$ cat src/rtl/l2_mem_arbiter.sv
// rtl/l2_mem_arbiter.sv - L2 D/I memory-port arbiter onto one main-memory line port
// Fixed D priority by default; define ARB_ROUND_ROBIN_EN for round-robin arbitration.
module l2_mem_arbiter #(
  parameter int ADDR_W = 28,
  parameter int LINE_W = 128
) (
  input  logic              clk,
  input  logic              proc_reset_n,
  input  logic              D_mem_read,
  input  logic              D_mem_write,
  input  logic [ADDR_W-1:0] D_mem_addr,
  input  logic [LINE_W-1:0] D_mem_wdata,
  output logic [LINE_W-1:0] D_mem_rdata,
  output logic              D_mem_ready,
  input  logic              I_mem_read,
  input  logic              I_mem_write,
  input  logic [ADDR_W-1:0] I_mem_addr,
  input  logic [LINE_W-1:0] I_mem_wdata,
  output logic [LINE_W-1:0] I_mem_rdata,
  output logic              I_mem_ready,
  output logic              mem_read,
  output logic              mem_write,
  output logic [ADDR_W-1:0] mem_addr,
  output logic [LINE_W-1:0] mem_wdata,
  input  logic [LINE_W-1:0] mem_rdata,
  input  logic              mem_ready,
  output logic [31:0]       d_grant_cnt,
  output logic [31:0]       i_grant_cnt
);

  localparam logic [1:0] IDLE = 2'd0;
  localparam logic [1:0] BUSY = 2'd1;
  localparam logic [1:0] RESP = 2'd2;

  logic [1:0]        state;
  logic              lat_side;   // 0 = D, 1 = I
  logic              lat_write;
  logic [ADDR_W-1:0] lat_addr;
  logic [LINE_W-1:0] lat_wdata;
  logic              d_valid;
  logic              i_valid;
  logic              pick_i;
  logic              busy;
  logic              resp;

  // A side with both read and write high is malformed and never granted.
  assign d_valid = D_mem_read ^ D_mem_write;
  assign i_valid = I_mem_read ^ I_mem_write;

`ifdef ARB_ROUND_ROBIN_EN
  logic rr_ptr;
  assign pick_i = i_valid & (~d_valid | rr_ptr);
`else
  assign pick_i = i_valid & ~d_valid;
`endif

  always_ff @(posedge clk or negedge proc_reset_n) begin
    if (!proc_reset_n) begin
      state       <= IDLE;
      lat_side    <= 1'b0;
      lat_write   <= 1'b0;
      lat_addr    <= '0;
      lat_wdata   <= '0;
      D_mem_rdata <= '0;
      I_mem_rdata <= '0;
      d_grant_cnt <= '0;
      i_grant_cnt <= '0;
`ifdef ARB_ROUND_ROBIN_EN
      rr_ptr      <= 1'b0;
`endif
    end else begin
      case (state)
        IDLE: begin
          if (d_valid || i_valid) begin
            lat_side  <= pick_i;
            lat_write <= pick_i ? I_mem_write : D_mem_write;
            lat_addr  <= pick_i ? I_mem_addr  : D_mem_addr;
            lat_wdata <= pick_i ? I_mem_wdata : D_mem_wdata;
            state     <= BUSY;
`ifdef ARB_ROUND_ROBIN_EN
            rr_ptr    <= ~pick_i;
`endif
          end
        end
        BUSY: begin
          if (mem_ready) begin
            if (!lat_write) begin
              if (lat_side) I_mem_rdata <= mem_rdata;
              else          D_mem_rdata <= mem_rdata;
            end
            state <= RESP;
          end
        end
        RESP: begin
          // Requests still high here are L2's trailing copy and are not sampled.
          if (lat_side) i_grant_cnt <= i_grant_cnt + 32'd1;
          else          d_grant_cnt <= d_grant_cnt + 32'd1;
          state <= IDLE;
        end
        default: state <= IDLE;
      endcase
    end
  end

  // Decoded from state so reset drops the memory request without waiting for a clock.
  assign busy        = (state == BUSY);
  assign resp        = (state == RESP);
  assign mem_read    = busy & ~lat_write;
  assign mem_write   = busy & lat_write;
  assign mem_addr    = busy ? lat_addr  : '0;
  assign mem_wdata   = busy ? lat_wdata : '0;
  assign D_mem_ready = resp & ~lat_side;
  assign I_mem_ready = resp & lat_side;

endmodule

$ cat config.mk
export PLATFORM = sky130hd
export DESIGN_NAME = l2_mem_arbiter
export DESIGN_NICKNAME = d
export VERILOG_FILES = /design/src/rtl/l2_mem_arbiter.sv
export SDC_FILE = /design/constraint.sdc
export NUM_CORES = 1
export LEC_CHECK = 0
export ABC_AREA = 0
export CAP_MARGIN = 20
export CORE_AREA = 2 2 363 365
export CTS_CLUSTER_DIAMETER = 60
export DETAILED_ROUTE_END_ITERATION = 7
export DIE_AREA = 0 0 365 367
export DONT_BUFFER_PORTS = 1
export HOLD_SLACK_MARGIN = 0.06
export SLEW_MARGIN = 25
export SYNTH_ARGS = -nofsm -noshare
export SYNTH_HDL_FRONTEND = slang
export SYNTH_SLANG_ARGS = --single-unit
$ cat constraint.sdc
create_clock -name clk -period 2.1 [get_ports clk]
set_clock_uncertainty 0.2 [all_clocks]
set_input_delay 0.315 -clock clk [delete_from_list [all_inputs] [get_ports clk]]
set_output_delay 0.315 -clock clk [all_outputs]
set_load 0.05 [all_outputs]
==> results.toml <==
[floorplan]
initial_core_util_pct = 16.3
ios = 927
rows = 133
core-area_sq_mm = 0.130
die_area_sq_mm = 0.134
die_w_um = 365
die_h_um = 367

[route]
vias = 16841
first_iter_violations = 1030
wl_mm = 100
dr.pass1.iters = 5
drc = 0
detail-route-antenna-nets = 0
wl_per_cell_um = 23.3
via_per_inst = 3.92

[synth]
ys_seq_elements = 480
ys.flop_type = "dfrtp_1"
syn_nets = 2131
yosys_warnings = 0
yosysSeqAreaShare_pct = 56.5
syn_area_sq_mm = 0.0213
synthArstFlopShare_pct = 100
synth_edf_count = 0
netlist_instances = 1682
avgSynthCellArea_sq_um = 12.6
yosysUniqueCellTypes = 37

[place]
placed_cells = 3653
hpwl_mm = 68.8
port_buffers = 0
gp_congestion = 0.935

[setup_path]
critPathRequiredTime_ps = 1580
crit_path_max_incr_delay_ps = 370
critPathKind = "register to output port"
path_cells = "and2b_4 > buf_12 > buf_4 > clkbuf_16 > and2_4 > buf_12"
arrival_ps = 2150
cpMostUsedCell = "buf_12"
critPathLaunchType = "register"
end_kind = "output port"
rrSetupSlack_ps = -400
critPathSlowestCell = "dfrtp_1"
path_delay_family = "buffers and inverters"
crit_buf_inv = 4
r2r-start = "state[1]$_DFFE_PN0P_"
rr_endpoint = "I_mem_rdata[113]$_DFFE_PN0P_"
critical_path.startpoint = "state[1]$_DFFE_PN0P_"
path_max_fanout = 10
reg2reg_depth = 10

[clocking]
cts_buffer_depth = 3
cts_tree = "yes"
cts_made_buffers = 60
insertion_delay_ps = 660
clk_pin_slew_ps = 60
cts_root_buffer = "clkbuf_16"
htree_levels = 2
cts_sinks = 480

[timing]
timing.setup.tns_ps = -161400
period_minus_slack_ps = 2660
max_freq_ghz = 0.376
tightest_slew_ps = 1640
setup_viol = 549
rsz0062_at_grt = "true"
maxSlewHeadroom_pct = -9.62
finalCritPeriodShare_pct = 127
finalMaxSlewViolations = 107
timing.final.ws_setup_ps = -563
hold_violations = 480
whs_ps = -818

[job]
max_cap_violations = 0

[hold_path]
min_path_type = "input pin to async pin"

[global_route]
grt_max_degree = 481
grt_overflow = 0
grt_pass1_vias = 17169
grt_first_pass_wirelength_mm = 130
grt_usage_pct = 13.5
antenna_found_initial = 19

[finish]
layout_common_cells = "477 x dfrtp_1, 446 x dlygate4sd3_1, 189 x buf_12"
seq_area_sq_mm = 0.0120
drive_above_1_share_pct = 36.3
area_growth_pct = 70.1
nets = 2930
multi_input_area_sq_mm = 0.00911
final_common_cell = "dfrtp_1"
fin_cells = 4292
nFillCells = 13236

[power_and_ir_drop]
p_leak_nw = 15.9
powerDensity_mw_per_mm2 = 1740
ir_drop_v = 0.000978

[run_status]
violations = "hold timing, slew limit, setup timing"
status = "complete, but fails checks"
## cell type report
type | count | area share (%)
antenna | 6 | 0.0415
clock buffer | 76 | 4.54
clock inverter | 36 | 1.19
inverter | 8 | 0.0830
multi-input combinational | 1087 | 25.2
sequential | 480 | 33.2
tap | 1755 | 6.07
timing repair buffer | 844 | 29.7
## worst reg2reg max path, cell delays in order (launching register included)
cell,delay (ps)
dfrtp_1,370
and2b_4,270
buf_4,110
buf_6,100
buf_6,100
nand2_4,60
or3_4,390
buf_12,140
buf_12,140
buf_12,200
mux2_4,310
## routing by layer
layer	GRT usage [%]	vias up	wire, um	share of wire [%]
met5	0	-	38	0.038
met4	5.63	6	4780	4.8
met3	4.46	216	8490	8.5
met2	22.5	823	47800	48
met1	15.7	8373	39000	39
li1	-	7423	-	-
## timing repair
item / 4_1_cts / 5_1_grt
gates cloned: 14 / 24
pin swaps: 31 / 14
hold endpoints to repair: 896 / 481
buffers inserted: 19 / 21
resized for setup: 178 / 79
endpoints found under the setup margin: 400 / 619
hold buffers: 447 / 1
## registers in the layout (all words and copies together) (netlist names)
signal,cells
lat_addr,28
I_mem_rdata,128
lat_wdata,128
state,2
D_mem_rdata,128
lat_write,1
i_grant_cnt,32
lat_side,1
d_grant_cnt,32
## cells in the mapped netlist (all sizes together) (2+ instances only)
cell type	count	share of area [%]
and4	11	0.45
and3	7	0.21
and2	160	4.7
clkbuf	41	0.72
nor4	9	0.26
a21oi	2	0.047
mux2i	156	7.3
nor2	10	0.18
o21ai	158	3.7
nand2	177	3.1
nand4	27	0.82
dfrtp	480	56
mux2	258	16
xor2	24	0.99
nor3	14	0.35
nand3	21	0.49
ha	2	0.12
inv	8	0.14
xnor2	40	1.6
nor2b	2	0.059
buf	66	2.0
## power breakdown
part	total, mW	internal, mW	switching [mW]
Clock	10.7	6.15	4.52
Sequential	25.6	13.2	12.5
Combinational	26.6	14.0	12.6
Total	62.9	33.3	29.6
## logic make-up (layout without fill, tap and decap cells)
kind of cell / after synthesis / after routing / synth area share (%)
fa+ha+maj: 2 / 2 / 0.118
flops: 480 / 480 / 56.5
other cells: 0 / 6 / 0
xor+xnor: 64 / 64 / 2.64
buf+inv: 115 / 964 / 2.85
mux: 414 / 414 / 23.1
simple gates: 444 / 444 / 10.9
compound gates: 163 / 163 / 3.88
## worst max-delay path by stage
stage,slack (ps),end,depth (start not counted)
floorplan,10,mem_addr[24],4
global placement,-240,lat_wdata[87]$_DFFE_PN0P_,6
detailed placement,-220,lat_wdata[87]$_DFFE_PN0P_,6
CTS,-670,mem_addr[18],6
global route,-670,mem_wdata[41],6
finish,-560,mem_wdata[45],6
## metrics by stage
stage	total power, mW	util, %	area (sq um)	setup WS [ps]
detailed placement	47.4	21.2	27700	-219
finish	62.9	27.7	36200	-563
CTS	61.7	27.0	35200	-667
floorplan	36.4	-	21300	12.0
global route	65.4	27.7	36200	-668
global placement	47.1	21.2	27700	-239
No activity file was read; power rests on OpenSTA's default activity.
